<file path="src/rtl/sipo_pkg.sv">
// Shared constants and helpers for the serial-to-parallel deserializer slice.
package sipo_pkg;

  localparam bit SIPO_MSB_FIRST = 1'b1;
  localparam bit SIPO_LSB_FIRST = 1'b0;

  // Bit-counter width for a given word width; never narrower than one bit.
  function automatic int unsigned CNT_W(input int unsigned width);
    return (width < 2) ? 1 : $clog2(width);
  endfunction

endpackage

</file>
<file path="src/rtl/sipo_deserializer_if.sv">
// Serial input, parallel valid/ready output and status signals of sipo_deserializer.
interface sipo_deserializer_if #(
  parameter int unsigned WIDTH = 8
);
  import sipo_pkg::*;

  localparam int unsigned CW = CNT_W(WIDTH);

  logic             sin_valid;
  logic             sin_bit;
  logic             sin_sof;
  logic [WIDTH-1:0] p_data;
  logic             p_valid;
  logic             p_ready;
  logic [CW-1:0]    bit_cnt;
  logic             ovf_pulse;
  logic             ovf_sticky;
  logic             sof_err;
  logic             clr_err;

  modport master (
    output sin_valid, sin_bit, sin_sof, p_ready, clr_err,
    input  p_data, p_valid, bit_cnt, ovf_pulse, ovf_sticky, sof_err
  );

  modport slave (
    input  sin_valid, sin_bit, sin_sof, p_ready, clr_err,
    output p_data, p_valid, bit_cnt, ovf_pulse, ovf_sticky, sof_err
  );

endinterface

</file>
<file path="src/rtl/sipo_hold_reg.sv">
// One-entry valid/ready holding register; drops a word offered while full and not draining.
module sipo_hold_reg #(
  parameter int unsigned WIDTH = 8
) (
  input  logic             clk,
  input  logic             rst_n,
  input  logic             load_req,
  input  logic [WIDTH-1:0] load_data,
  input  logic             p_ready,
  input  logic             clr_err,
  output logic [WIDTH-1:0] p_data,
  output logic             p_valid,
  output logic             ovf_pulse,
  output logic             ovf_sticky
);

  logic accept;
  logic load_ok;
  logic drop;

  always_comb begin
    accept  = p_valid && p_ready;
    load_ok = load_req && (!p_valid || p_ready);
    drop    = load_req && p_valid && !p_ready;
  end

  always_ff @(posedge clk or negedge rst_n) begin
    if (!rst_n) begin
      p_data     <= '0;
      p_valid    <= 1'b0;
      ovf_pulse  <= 1'b0;
      ovf_sticky <= 1'b0;
    end else begin
      // Accept and load in the same cycle keeps p_valid high with the new word.
      if (load_ok) begin
        p_data  <= load_data;
        p_valid <= 1'b1;
      end else if (accept) begin
        p_valid <= 1'b0;
      end
      ovf_pulse <= drop;
      if (drop) begin
        ovf_sticky <= 1'b1;
      end else if (clr_err) begin
        ovf_sticky <= 1'b0;
      end
    end
  end

endmodule

</file>
<file path="src/rtl/sipo_deserializer.sv">
// Serial-to-parallel converter: shift register, bit counter and start-of-frame resync
// feeding a one-word holding register.
module sipo_deserializer
  import sipo_pkg::*;
#(
  parameter int unsigned WIDTH     = 8,
  parameter bit          MSB_FIRST = SIPO_MSB_FIRST
) (
  input  logic clk,
  input  logic rst_n,
  sipo_deserializer_if.slave bus
);

  localparam int unsigned   CW   = CNT_W(WIDTH);
  localparam logic [CW-1:0] LAST = CW'(WIDTH - 1);

  logic [WIDTH-1:0] shreg;
  logic [WIDTH-1:0] shreg_nxt;
  logic [CW-1:0]    bit_cnt_q;
  logic [CW-1:0]    cnt_base;
  logic [CW-1:0]    cnt_nxt;
  logic             sof_hit;
  logic             complete;
  logic             sof_err_q;
  logic             sof_err_nxt;

  always_comb begin
    shreg_nxt   = shreg;
    cnt_nxt     = bit_cnt_q;
    sof_hit     = bus.sin_valid && bus.sin_sof;
    // A start-of-frame bit counts as bit 0 regardless of the partial word in flight.
    cnt_base    = sof_hit ? '0 : bit_cnt_q;
    complete    = bus.sin_valid && (cnt_base == LAST);
    sof_err_nxt = sof_hit && (bit_cnt_q != '0);
    if (bus.sin_valid) begin
      if (MSB_FIRST) begin
        shreg_nxt = {shreg[WIDTH-2:0], bus.sin_bit};
      end else begin
        shreg_nxt = {bus.sin_bit, shreg[WIDTH-1:1]};
      end
      cnt_nxt = complete ? '0 : cnt_base + CW'(1);
    end
  end

  always_ff @(posedge clk or negedge rst_n) begin
    if (!rst_n) begin
      shreg     <= '0;
      bit_cnt_q <= '0;
      sof_err_q <= 1'b0;
    end else begin
      shreg     <= shreg_nxt;
      bit_cnt_q <= cnt_nxt;
      sof_err_q <= sof_err_nxt;
    end
  end

  assign bus.bit_cnt = bit_cnt_q;
  assign bus.sof_err = sof_err_q;

  sipo_hold_reg #(
    .WIDTH(WIDTH)
  ) u_hold (
    .clk        (clk),
    .rst_n      (rst_n),
    .load_req   (complete),
    .load_data  (shreg_nxt),
    .p_ready    (bus.p_ready),
    .clr_err    (bus.clr_err),
    .p_data     (bus.p_data),
    .p_valid    (bus.p_valid),
    .ovf_pulse  (bus.ovf_pulse),
    .ovf_sticky (bus.ovf_sticky)
  );

endmodule
</file>
<file path="src/flat_wrapper.sv">
// flat-port wrapper written by rule: the top's interface ports become plain ports
module sipo_deserializer_flat import sipo_pkg::*;
#(
  parameter int unsigned WIDTH     = 8,
  parameter bit          MSB_FIRST = SIPO_MSB_FIRST
)
  (clk, rst_n, bus_sin_valid, bus_sin_bit, bus_sin_sof, bus_p_ready, bus_clr_err, bus_p_data, bus_p_valid, bus_bit_cnt, bus_ovf_pulse, bus_ovf_sticky, bus_sof_err);
  sipo_deserializer_if #(.WIDTH(WIDTH)) bus_i ();
  input  logic clk;
  input  logic rst_n;
  input wire logic [$bits(bus_i.sin_valid)-1:0] bus_sin_valid;
  input wire logic [$bits(bus_i.sin_bit)-1:0] bus_sin_bit;
  input wire logic [$bits(bus_i.sin_sof)-1:0] bus_sin_sof;
  input wire logic [$bits(bus_i.p_ready)-1:0] bus_p_ready;
  input wire logic [$bits(bus_i.clr_err)-1:0] bus_clr_err;
  output wire logic [$bits(bus_i.p_data)-1:0] bus_p_data;
  output wire logic [$bits(bus_i.p_valid)-1:0] bus_p_valid;
  output wire logic [$bits(bus_i.bit_cnt)-1:0] bus_bit_cnt;
  output wire logic [$bits(bus_i.ovf_pulse)-1:0] bus_ovf_pulse;
  output wire logic [$bits(bus_i.ovf_sticky)-1:0] bus_ovf_sticky;
  output wire logic [$bits(bus_i.sof_err)-1:0] bus_sof_err;
  assign bus_i.sin_valid = bus_sin_valid;
  assign bus_i.sin_bit = bus_sin_bit;
  assign bus_i.sin_sof = bus_sin_sof;
  assign bus_i.p_ready = bus_p_ready;
  assign bus_i.clr_err = bus_clr_err;
  assign bus_p_data = bus_i.p_data;
  assign bus_p_valid = bus_i.p_valid;
  assign bus_bit_cnt = bus_i.bit_cnt;
  assign bus_ovf_pulse = bus_i.ovf_pulse;
  assign bus_ovf_sticky = bus_i.ovf_sticky;
  assign bus_sof_err = bus_i.sof_err;
  sipo_deserializer #(.WIDTH(WIDTH), .MSB_FIRST(MSB_FIRST)) u_core (.clk(clk), .rst_n(rst_n), .bus(bus_i));
endmodule
</file>
<file path="config.mk">
export PLATFORM = sky130hd
export DESIGN_NAME = sipo_deserializer_flat
export DESIGN_NICKNAME = d
export VERILOG_FILES = /design/src/rtl/sipo_pkg.sv /design/src/rtl/sipo_deserializer_if.sv /design/src/rtl/sipo_hold_reg.sv /design/src/rtl/sipo_deserializer.sv /design/src/flat_wrapper.sv
export SDC_FILE = /design/constraint.sdc
export NUM_CORES = 1
export LEC_CHECK = 0
export ABC_CLOCK_PERIOD_IN_PS = 2900
export CORE_MARGIN = 8
export CORE_UTILIZATION = 39
export CTS_CLUSTER_DIAMETER = 80
export DETAILED_ROUTE_END_ITERATION = 6
export PLACE_DENSITY_LB_ADDON = 0.05
export SYNTH_ARGS = -nofsm -noshare
export SYNTH_HDL_FRONTEND = slang
export SYNTH_HIERARCHICAL = 1
export SYNTH_SLANG_ARGS = --single-unit
</file>
<file path="constraint.sdc">
create_clock -name clk -period 2.9 [get_ports clk]
set_input_delay 0.58 -clock clk [delete_from_list [all_inputs] [get_ports clk]]
set_output_delay 0.58 -clock clk [all_outputs]
set_load 0.02 [all_outputs]
</file>
==> impl_metrics.json <==
{
  "outcome": "complete, no violations",
  "globalRouteTotalUtil_pct": 8.41,
  "yosys.area.top_type_share_pct": 58.6,
  "synthDominantAreaCellType": "sky130_fd_sc_hd__dfrtp_1",
  "total_leakage_power_nw": 0.611,
  "clock_tree.htree_level_count": 1,
  "final_cell_area_sq_mm": 0.00126,
  "drt-vias-per-instance": 4.65,
  "place.gp.congestion": 0.736,
  "number_of_synthesized_flops_with_an_enable_pin": 0,
  "global_route_wire_length_before_repair_mm": 2.91,
  "synth.distinct_cells": 18,
  "diodes": 0,
  "ctsResizeCount": 0,
  "routedWlPerCell_um": 14.3,
  "dpl_cell_area_sq_mm": 0.00123,
  "cp_slowest_cell": "sky130_fd_sc_hd__clkdlybuf4s50_1",
  "pre_cts_slack_ps": 372,
  "synth.most_common_cell": "sky130_fd_sc_hd__dfrtp_1",
  "cts-root-buf": "sky130_fd_sc_hd__clkbuf_4",
  "peak_per_stage_delay_on_the_critical_path_ps": 520,
  "stdcell_count": 118,
  "setup.worst_path.start_class": "input pin",
  "arrival_ps": 2410,
  "route.final.wire_length_mm": 1.69,
  "die-area_sq_mm": 0.00438,
  "postSynth.asyncResetShare_pct": 100,
  "drive_gt1_share_pct": 28.4,
  "synth_flop_cell": "sky130_fd_sc_hd__dfrtp_1",
  "rows": 18,
  "timing.final.setup_violations": 0,
  "boundary_pin_count": 22,
  "power_per_cell_area_mw_per_mm2": 777,
  "cts_sinks": 23,
  "synth.top_cells.by_count": "sky130_fd_sc_hd__dfrtp_1 (23), sky130_fd_sc_hd__mux2_4 (15), sky130_fd_sc_hd__and2_1 (4), sky130_fd_sc_hd__a22o_1 (3)",
  "tritoncts.num_buffers": 3,
  "peakVddDrop_uv": 392,
  "final_net_count": 98,
  "total_overflow_reported_by_the_global_router": 0,
  "worst-path-buf-inv": 1,
  "finalCritPeriodShare_pct": 76.5,
  "clkTransAtPathRegs_ps": 120,
  "first_global_vias": 627,
  "synthToLayoutAreaGrowth_pct": 28.3,
  "critical_path.cell_chain": "clkdlybuf4s50_1, nand2_2, and2_1, ha_1, ha_1, and2_1, nand2_4, mux2_4",
  "mappedNetlistArea_sq_um": 982,
  "drv_slew": 0,
  "port_buffer_count": 21,
  "fin_total_pwr_w": 0.000980,
  "synth-seq-cells": 23,
  "die_width_um": 66.2,
  "timing.final.hold_violations": 0,
  "worst_path_maximum_fanout": 8,
  "coreArea_sq_mm": 0.00243,
  "maximum_number_of_pins_on_one_net_before_global_route_repair": 24,
  "synthesis.nets": 71,
  "floorplan.initialDensity_pct": 40.4,
  "post-cts-setup-buffer-count": 0,
  "drc": 0,
  "grt_setup_unrepaired": "no",
  "layout.filler_cells": 224,
  "detail_route.first_pass.iterations": 3,
  "antenna_found_initial": 0,
  "timing.fmax_mhz": 451,
  "synth_warnings": 6,
  "synth_seq_area_share_pct": 58.6,
  "max_slew_margin_vs_limit_pct": 81.4,
  "worstSetupPathType": "in -> reg",
  "cp-end-kind": "register",
  "timing.hold.worst.class": "reg -> reg",
  "finalWorstSetupSlack_ps": 681,
  "drtAntennaViolNets": 0,
  "netlist_top_cells_area": "sky130_fd_sc_hd__dfrtp_1 (59%), sky130_fd_sc_hd__mux2_4 (23%), sky130_fd_sc_hd__a22o_1 (2.7%), sky130_fd_sc_hd__and2_1 (2.5%), sky130_fd_sc_hd__ha_1 (2.5%)",
  "synth_cells": 62,
  "worst-slew-pin-transition_ps": 279,
  "vias": 549,
  "clock_tree.buffer_depth": 2,
  "clk-insertion-delay-late_ps": 290,
  "max-cap-violations": 0,
  "placed_cells": 114,
  "hold_buffers": 0,
  "fin_worst_skew_ps": 5.08,
  "drt_iter0_markers": 10,
  "finalSetupTns_ps": 0,
  "cp.required_ps": 3090,
  "die_height_um": 66.2,
  "hpwlAfterDp_mm": 1.25,
  "layout_min_cycle_time_ps": 2220,
  "tritoncts": "yes",
  "avgSynthCellArea_sq_um": 15.8,
  "worst_path_dominant_cell_family": "simple AND/OR/NAND/NOR gates"
}
==> worst paths after layout <==
kind | to | depth (start not counted) | slack, ps | start
setup / recovery | u_core/u_hold/p_data[6] | 8 | 680 | bus_sin_valid
hold / removal | u_core/u_hold/p_data[3] | 1 | 520 | u_core/u_hold/p_data[3]
setup reg to reg | u_core/u_hold/p_data[6] | 6 | 1140 | u_core/bus.bit_cnt[0]
hold reg to reg | u_core/u_hold/p_data[3] | 1 | 520 | u_core/u_hold/p_data[3]
max in group asynchronous | u_core/shreg[0] | 2 | 2060 | rst_n
min in group asynchronous | u_core/shreg[6] | 2 | 620 | rst_n
==> cells by family after synthesis <==
| kind of cell | after synthesis | synth area share (%) |
|---|---|---|
| AO/OA/AOI/OAI | 4 | 3.31 |
| flip-flops | 23 | 58.6 |
| adder cells (fa/ha/maj) | 2 | 2.55 |
| AND/OR/NAND/NOR | 13 | 8.92 |
| multiplexers | 16 | 24.1 |
| buffers and inverters | 4 | 2.55 |
==> worst reg2reg max path, stage by stage, from the launching register on <==
cell                      delay [ps]
sky130_fd_sc_hd__dfrtp_1         430
sky130_fd_sc_hd__and2_1          160
sky130_fd_sc_hd__ha_1            200
sky130_fd_sc_hd__ha_1            210
sky130_fd_sc_hd__and2_1          190
sky130_fd_sc_hd__nand2_4         160
sky130_fd_sc_hd__mux2_4          320
==> cells in the final DEF, fill, tap and decap left out <==
master                             n
sky130_fd_sc_hd__clkbuf_4          3
sky130_fd_sc_hd__mux2_2            1
sky130_fd_sc_hd__or2b_1            1
sky130_fd_sc_hd__nand2_2           1
sky130_fd_sc_hd__o22ai_1           1
sky130_fd_sc_hd__clkdlybuf4s50_1  21
sky130_fd_sc_hd__clkbuf_1          1
sky130_fd_sc_hd__a22o_1            3
sky130_fd_sc_hd__mux2_4           15
sky130_fd_sc_hd__and2_1            4
sky130_fd_sc_hd__nand2_4           1
sky130_fd_sc_hd__inv_4             1
sky130_fd_sc_hd__nor2_1            2
sky130_fd_sc_hd__ha_1              2
sky130_fd_sc_hd__nor3_1            1
sky130_fd_sc_hd__and2b_1           1
sky130_fd_sc_hd__dfrtp_1          23
sky130_fd_sc_hd__nand2_1           1
sky130_fd_sc_hd__nand2b_4          1
sky130_fd_sc_hd__buf_4             2
sky130_fd_sc_hd__inv_1             2
==> per-layer routing <==
| metal | track usage, % | wire length, um | vias to the layer above |
|---|---|---|---|
| li1 | - | - | 266 |
| met1 | 10.3 | 803 | 269 |
| met2 | 13.0 | 753 | 12 |
| met3 | 3.22 | 123 | 2 |
| met4 | 3.20 | 10 | 0 |
| met5 | 0 | 0 | - |
==> registers in the layout, indices dropped and copies added (netlist names) <==
signal	count
u_core/u_hold/ovf_pulse	1
u_core/bus.bit_cnt	3
u_core/u_hold/p_data	8
u_core/bus.sof_err	1
u_core/u_hold/p_valid	1
u_core/u_hold/ovf_sticky	1
u_core/shreg	8
==> stage by stage <==
| stage | hold slack (ps) | utilization (%) |
|---|---|---|
| detailed placement | 495 | 50.7 |
| CTS | 526 | 51.8 |
| global route | 540 | 51.8 |
| finish | 521 | 51.8 |
| global placement | 490 | 50.7 |
| floorplan | 284 | - |
==> cell type report <==
class,count,area [sq um],area share [%]
flip-flops and latches,23,576,45.7
multi-input cells,35,382,30.3
repair buffers,23,225,17.9
well taps,30,37.5,2.98
clock buffers,4,26.3,2.09
inverters,3,13.8,1.09
==> power by group <==
part | switching (W) | internal, W | leakage [nW]
registers | 0.0000538 | 0.000408 | 0.294
logic | 0.000153 | 0.000225 | 0.303
clock network | 0.0000861 | 0.0000535 | 0.0150
total | 0.000293 | 0.000687 | 0.611
Note: power is estimated with default switching activity, not from simulation.
